<file path="src/rtl/reg_wb_scheduler.sv">
// Register writeback scheduler: a busy scoreboard that stalls issue on
// RAW/WAW hazards, plus a round-robin arbiter for the single register-file
// write port shared by the ALU and LSU writeback paths.
//
// Ports:
//   clock, reset                 rising-edge clock, async active-high reset
//   issue_*                      decode-stage instruction and hazard stall
//   alu_wb_*, lsu_wb_*           writeback requesters (valid/ready handshake)
//   rf_addr_rd, rf_write_enable,
//   rf_data_rd                   register-file write port
//   busy_mask                    scoreboard state, bit i = write to xi in flight
//   wb_error                     sticky: writeback hit a non-busy nonzero register
module reg_wb_scheduler #(
    parameter int unsigned REG_ADDR_WIDTH = 5,
    parameter int unsigned DATA_WIDTH     = 32,
    localparam int unsigned NUM_REGS      = 2 ** REG_ADDR_WIDTH
) (
    input  logic                      clock,
    input  logic                      reset,
    input  logic                      issue_valid,
    input  logic [REG_ADDR_WIDTH-1:0] issue_rs1,
    input  logic [REG_ADDR_WIDTH-1:0] issue_rs2,
    input  logic [REG_ADDR_WIDTH-1:0] issue_rd,
    input  logic                      issue_writes_rd,
    output logic                      issue_stall,
    input  logic                      alu_wb_valid,
    input  logic [REG_ADDR_WIDTH-1:0] alu_wb_rd,
    input  logic [DATA_WIDTH-1:0]     alu_wb_data,
    output logic                      alu_wb_ready,
    input  logic                      lsu_wb_valid,
    input  logic [REG_ADDR_WIDTH-1:0] lsu_wb_rd,
    input  logic [DATA_WIDTH-1:0]     lsu_wb_data,
    output logic                      lsu_wb_ready,
    output logic [REG_ADDR_WIDTH-1:0] rf_addr_rd,
    output logic                      rf_write_enable,
    output logic [DATA_WIDTH-1:0]     rf_data_rd,
    output logic [NUM_REGS-1:0]       busy_mask,
    output logic                      wb_error
);

    localparam logic [0:0] GRANT_ALU = 1'b0;
    localparam logic [0:0] GRANT_LSU = 1'b1;

    logic [NUM_REGS-1:0]       busy_q;
    logic [NUM_REGS-1:0]       busy_d;
    logic [0:0]                last_grant_q;
    logic [0:0]                last_grant_d;
    logic                      wb_error_q;
    logic                      wb_error_d;

    logic                      grant_alu;
    logic                      grant_lsu;
    logic                      wb_fire;
    logic [REG_ADDR_WIDTH-1:0] wb_rd;
    logic [DATA_WIDTH-1:0]     wb_data;
    logic                      issue_set;
    logic                      wb_clear;

    // Hazard check uses registered busy only; a clear becomes visible next cycle.
    assign issue_stall = issue_valid &
                         (busy_q[issue_rs1] | busy_q[issue_rs2] |
                          (issue_writes_rd & busy_q[issue_rd]));

    assign issue_set = issue_valid & ~issue_stall & issue_writes_rd &
                       (issue_rd != '0);

    // Round-robin: on a tie the requester that did not win last time goes.
    assign grant_alu = alu_wb_valid & (~lsu_wb_valid | (last_grant_q == GRANT_LSU));
    assign grant_lsu = lsu_wb_valid & ~grant_alu;
    assign wb_fire   = grant_alu | grant_lsu;

    // Write-port mux; all-zero when idle.
    always_comb begin
        wb_rd   = '0;
        wb_data = '0;
        if (grant_alu) begin
            wb_rd   = alu_wb_rd;
            wb_data = alu_wb_data;
        end else if (grant_lsu) begin
            wb_rd   = lsu_wb_rd;
            wb_data = lsu_wb_data;
        end
    end

    assign wb_clear = wb_fire & (wb_rd != '0);

    // Next scoreboard, error and arbitration state; clear wins over set.
    always_comb begin
        busy_d       = busy_q;
        last_grant_d = last_grant_q;
        wb_error_d   = wb_error_q;
        if (issue_set) begin
            busy_d[issue_rd] = 1'b1;
        end
        if (wb_clear) begin
            busy_d[wb_rd] = 1'b0;
            if (!busy_q[wb_rd]) begin
                wb_error_d = 1'b1;
            end
        end
        busy_d[0] = 1'b0;
        if (grant_alu) begin
            last_grant_d = GRANT_ALU;
        end else if (grant_lsu) begin
            last_grant_d = GRANT_LSU;
        end
    end

    // State registers.
    always_ff @(posedge clock or posedge reset) begin
        if (reset) begin
            busy_q       <= '0;
            last_grant_q <= GRANT_LSU;
            wb_error_q   <= 1'b0;
        end else begin
            busy_q       <= busy_d;
            last_grant_q <= last_grant_d;
            wb_error_q   <= wb_error_d;
        end
    end

    assign alu_wb_ready    = grant_alu;
    assign lsu_wb_ready    = grant_lsu;
    assign rf_write_enable = wb_fire;
    assign rf_addr_rd      = wb_rd;
    assign rf_data_rd      = wb_data;
    assign busy_mask       = busy_q;
    assign wb_error        = wb_error_q;

endmodule

</file>
<file path="config.mk">
export PLATFORM = sky130hd
export DESIGN_NAME = reg_wb_scheduler
export DESIGN_NICKNAME = d
export VERILOG_FILES = /design/src/rtl/reg_wb_scheduler.sv
export SDC_FILE = /design/constraint.sdc
export NUM_CORES = 1
export LEC_CHECK = 0
export CORE_MARGIN = 1.5
export CORE_UTILIZATION = 41
export CTS_CLUSTER_SIZE = 16
export DETAILED_ROUTE_END_ITERATION = 6
export PLACE_DENSITY_LB_ADDON = 0.25
export RECOVER_POWER = 100
export SYNTH_ARGS = -nofsm -noshare
export SYNTH_HDL_FRONTEND = slang
export SYNTH_SLANG_ARGS = --single-unit
</file>
<file path="constraint.sdc">
create_clock -name clock -period 3.5 [get_ports clock]
set_clock_uncertainty 0.2 [all_clocks]
set_input_delay 0.35 -clock clock [delete_from_list [all_inputs] [get_ports clock]]
set_output_delay 0.35 -clock clock [all_outputs]
set_load 0.02 [all_outputs]
</file>
# Yosys cells after proc, flatten, opt, wreduce, memory -nomap -nowiden
# Index checks and enable logic that the tools add are counted.
# totals
regBits,33
in_bits,95
wordCells,54
# op_classes
n_reduce_logical,6
n_bitwise,19
n_mux,20
n_lt_le_gt_ge,6
# ops
op,n
2-to-1 mux 32 bit,4
AND 32 bit,1
NOT 32 bit,1
bitwise OR 32 bit,1
"less-than comparator 5 x 6 -> 1 bit, second input constant",4
binary-select mux 1 bit (select 5 bit),4
demux 1 bit (select 5 bit),2
">= comparator 5 x 1 -> 1 bit, second input constant",2
2-to-1 mux 5 bit,2
nonzero test 5 bit,2
AND 1 bit,8
2-to-1 mux 1 bit,8
NOT 1 bit,4
bitwise OR 1 bit,4
logical AND 1 bit,2
AND reduction 2 bit,1
nonzero test 2 bit,1

# Depth between registers and ports, before layout
# logic_depth
word_depth,14
depth_mapped,10
ltp_nobuf,9

# Worst setup path after synthesis
# OpenSTA, ideal clock, no wires.
# synth_path
path_kind,input to register
from,in alu_wb_valid
to,reg wb_error_q (netlist: wb_error)
path_stages,9
setup_time_ns,0.129
path_buffers,1
slack_ns,0.751
arrival_ns,2.421
t_required_ns,3.171
cell_sequence,clkbuf_1 > a21boi_1 > a22oi_1 > clkinv_1 > nor2_1 > nand2_1 > a211o_1 > a31oi_1 > a211oi_1
# synth_via
elab_chain_len,9
# synth_rtl
element,line,rtl
start: declaration,26,"input logic alu_wb_valid,"
AND 1 bit *,68,assign grant_alu = alu_wb_valid & (~lsu_wb_valid | (last_grant_q == GRANT_LSU));
NOT 1 bit *,69,assign grant_lsu = lsu_wb_valid & ~grant_alu;
AND 1 bit *,69,
named net lsu_wb_ready,33,"output logic lsu_wb_ready,"
2-to-1 mux 5 bit *,79,end else if (grant_lsu) begin
2-to-1 mux 5 bit *,76,if (grant_alu) begin
named net rf_addr_rd[2],34,"output logic [REG_ADDR_WIDTH-1:0] rf_addr_rd,"
binary-select mux 1 bit (select 5 bit),97,if (!busy_q[wb_rd]) begin
2-to-1 mux 1 bit (not written as such),97,
NOT 1 bit (no source line),n/a,
AND reduction 2 bit (no source line) *,n/a,
end signal: assignment,118,wb_error_q <= wb_error_d;
end: declaration,48,logic wb_error_q;
# The timed path passes the listed nets; every way through them passes the cells marked *. The select of a mux whose other input is x is not followed.
# A chain may end at the register's enable or synchronous reset.

# Final worst setup path
# layout_path
from,reg last_grant_q
to,out rf_data_rd[30]
# layout_via
elab_chain_len,6
# layout_rtl
element,line,rtl
start: declaration,46,logic [0:0] last_grant_q;
start signal: assignment,117,last_grant_q <= last_grant_d;
bitwise OR 1 bit *,68,
AND 1 bit *,68,
NOT 1 bit,69,
AND 1 bit,69,
2-to-1 mux 32 bit,79,
2-to-1 mux 32 bit *,76,
end: declaration,36,"output logic [DATA_WIDTH-1:0] rf_data_rd,"
# Mark *: on every way between the ends. The rest lies on a longest branch, timed or not.

==> summary.md <==
| Metric | Value |
|---|---|
| Outcome | `finished with violations` |
| Violated checks | `capacitance limit, slew limit` |
| Ports placed on the boundary | `169` |
| Std cell rows | `32` |
| Avg Inst Size Synth | `7.92 um2` |
| # H-tree levels | `2` |
| Peak supply drop | `0.000193 V` |
| DRC marker count from the first detailed-route iteration | `352` |
| Placer Congestion | `1.03` |
| Non-filler cells in the finished layout | `702` |
| Critical path required time | `2.95 ns` |
| DRT Wirelength | `14.4 mm` |
| # Max-Cap Violations | `1` |
| Global-route usage over all layers | `33.7%` |
| Met1 track demand over resource in global routing | `43.3%` |
| Cell variety after synth | `51` |
| Clock transition time at the flip-flop clock pins of the worst setup and hold paths | `0.08 ns` |
| Final count of hold timing violations | `0` |
| Final max-slew violation count | `34` |
| RSZ-0062 raised after global routing | `no` |
| Routing usage on met2 | `55.7%` |
| Wire length of the first global-routing pass | `22.1 mm` |
| Floorplan Core Area | `0.00777 mm2` |
| Detailed placement HPWL | `11.1 mm` |
| Pwr Density | `301 mW/mm2` |
| Number of nets at the end of the flow | `694` |
| TritonCTS clock tree | `built` |
| Die Span Y | `92.8 um` |
| Sequential cell area fraction in the yosys report | `25.0%` |
| Number of fill cells in the layout | `657` |
| Buffer type at the clock tree root | `clkbuf_8` |
| Most frequent cells in the layout | `92 x clkdlybuf4s50_1, 88 x nand2_1, 71 x dlygate4sd3_1` |
| Tightest Pin Transition | `1.94 ns` |
| Static Leakage | `2.33 nW` |
| Setup violation total in the final timing report | `0` |
| Via count of the first global-routing pass | `3,884` |
| Count of nets left with antenna violations after detail routing | `0` |
| DRC viols | `0` |
| Worst-case headroom to the max-slew limit | `-29.2%` |
| Initial antenna violation count | `1` |
| Setup repair bufs after CTS | `0` |
| Endpoint class of the critical path | `output pin` |
| Routed len/inst | `20.6 um` |
| Signed area change from the synthesized netlist to the final layout | `61.4%` |
| Fraction of final layout cells sized beyond drive strength 1 | `11.0%` |
| Reg2Reg Depth | `7` |
| Area leader, netlist | `dfrtp_1` |
| CP Launch Type | `register` |
| Initial core utilization | `42.5%` |
| Total number of vias | `4,132` |
| First-pass DRT Iterations | `5` |
| Maximum clock path buffer count | `2` |
| Final worst path period need | `3.18 ns` |
| Yosys warning count | `0` |
| Cell area after synthesis | `0.00330 mm2` |
| Critical setup path kind | `reg -> out` |
| Die X-Extent | `92.8 um` |
| Worst R2R End | `busy_mask[11]$_DFF_PP0_` |
| Reg2Reg Launch Point | `busy_mask[21]$_DFF_PP0_` |
| Final cycle utilization of the critical path | `90.7%` |
| Post-DR vias/cell | `5.89` |
| Clock latency on the worst-skew pair | `0.29 ns` |
| Flop-to-flop setup slack | `0.37 ns` |
| Post-synth EDFFs | `0` |
| Number of register bits inferred by synthesis | `33` |
| Number of clock buffers inserted by TritonCTS | `5` |
| Commonest non-fill, non-tap cell in the layout | `clkdlybuf4s50_1` |
| Path type of the worst min-delay path | `reg -> reg` |
| Number of cells produced by synthesis | `417` |
| Cell types occupying the most area after synthesis | `dfrtp_1 24%, nand2_1 10%, mux2i_1 7.6%` |
| Number of cells after detailed placement | `694` |
| Clock Sinks | `33` |
| # hold bufs at CTS | `0` |
| Crit path from | `last_grant_q$_DFFE_PP1P_` |
| Met3 Resource Use GR | `7.47%` |
| Hold path start | `last_grant_q$_DFFE_PP1P_` |
| Fraction of synthesis flops using an asynchronous set or reset pin | `100%` |
| Most used DFF post-synth | `dfrtp_1` |
| Endpoint of the most critical setup path | `rf_data_rd[30]` |
| Number of nets produced by synthesis | `512` |
| Fmax | `0.315 GHz` |
| Most utilized layer in the global route result | `met2` |
| Peak fanout along the critical path | `35` |
| Share of the synthesized area in the top cell type | `24.2%` |
| IO Port Bufs | `167` |
| Global route overflow | `0` |
| Worst EP arrival | `2.63 ns` |
| Total negative slack for setup checks | `0 ns` |
| Largest net degree at the start of global routing | `36` |
| Area enclosed by the die boundary | `0.00860 mm2` |
| Antenna Cells | `0` |
worst max-delay path: stages (launching register included):
cell	delay [ns]
dfstp_2	0.55
nand2b_1	0.17
and2_2	0.19
clkbuf_2	0.46
nand2_1	0.09
o21ai_0	0.08
dlygate4sd3_1	0.78
metal layers:
layer	routed length, um	part of all wire [%]	vias to the layer above
li1	-	-	1884
met3	1550	11	36
met4	394	2.7	0
met5	0	0	-
met1	5610	39	1938
met2	6870	48	274
where the power goes:
group,total (mW),switching (mW),leakage [nW],internal [mW]
clock network,0.388,0.156,0.0585,0.232
registers,0.462,0.0465,0.445,0.415
logic,0.756,0.397,1.82,0.359
layout make-up:
class / instances / area (um2) / area share, %
clock buffer: 7 / 86.3 / 1.62
clock inverter: 1 / 30.0 / 0.563
inverter: 16 / 60.1 / 1.13
multi-input combinational: 336 / 2240 / 42.0
sequential: 33 / 827 / 15.5
tap: 102 / 128 / 2.39
timing repair buffer: 207 / 1960 / 36.8
cells in the mapped netlist, types with 2 or more instances:
library cell / count
a32oi_1: 4
o221ai_1: 2
a22oi_1: 3
nor2b_1: 3
and2_1: 3
a21boi_0: 2
nand4b_2: 2
clkbuf_8: 2
nand3_1: 8
a31oi_1: 10
nand2b_1: 3
mux2i_1: 25
inv_1: 15
clkbuf_1: 24
mux4_2: 11
and3_1: 2
a211oi_1: 6
nand2_1: 88
a211o_1: 2
o32ai_1: 2
nor3_1: 11
o21a_1: 2
buf_6: 2
nand4_1: 3
or2_2: 4
a21oi_1: 10
nor2_1: 44
mux4_1: 7
nand3b_1: 5
or3_1: 2
o21ai_0: 36
buf_4: 2
o22a_1: 13
dfrtp_1: 32
o22ai_1: 11
per-stage QoR:
stage	power (mW)	instance area [um2]	hold WS (ns)	util [%]	setup WS, ns
detailed placement	1.24	5250	0.307	67.6	-0.379
finish	1.61	5330	0.318	68.7	0.324
global placement	1.23	5250	0.290	67.6	-0.296
global route	1.67	5330	0.363	68.7	0.143
CTS	1.63	5370	0.263	69.1	0.0220
floorplan	0.833	3300	0.278	-	0.751
cell families (layout without fill, tap and decap cells):
logic type | after synthesis | count (layout) | synth area share [%]
AO/OA/AOI/OAI | 109 | 109 | 21.9
multiplexers | 44 | 44 | 21.0
buffers and inverters | 48 | 231 | 6.82
AND/OR/NAND/NOR | 182 | 182 | 25.2
flip-flops | 33 | 33 | 25.0
other | 1 | 1 | 0.114
how the worst min path moves through the flow:
stage	to	slack [ns]	cells after the start
2_1_floorplan	busy_mask[10]$_DFF_PP0_	0.28	1
3_3_place_gp	last_grant_q$_DFFE_PP1P_	0.29	2
3_5_place_dp	last_grant_q$_DFFE_PP1P_	0.31	2
4_1_cts	wb_error$_DFFE_PP0P_	0.26	3
5_1_grt	last_grant_q$_DFFE_PP1P_	0.36	1
6_report	last_grant_q$_DFFE_PP1P_	0.32	2
registers in the layout, indices dropped and copies added (netlist names):
signal	flops
wb_error	1
busy_mask	31
last_grant_q	1
timing repair:
| action | CTS | global route |
|---|---|---|
| resized for setup | 4 | 3 |
| pin swaps | 0 | 0 |
| setup endpoints to repair | 1 | 1 |
(Power assumes the default switching activity.)
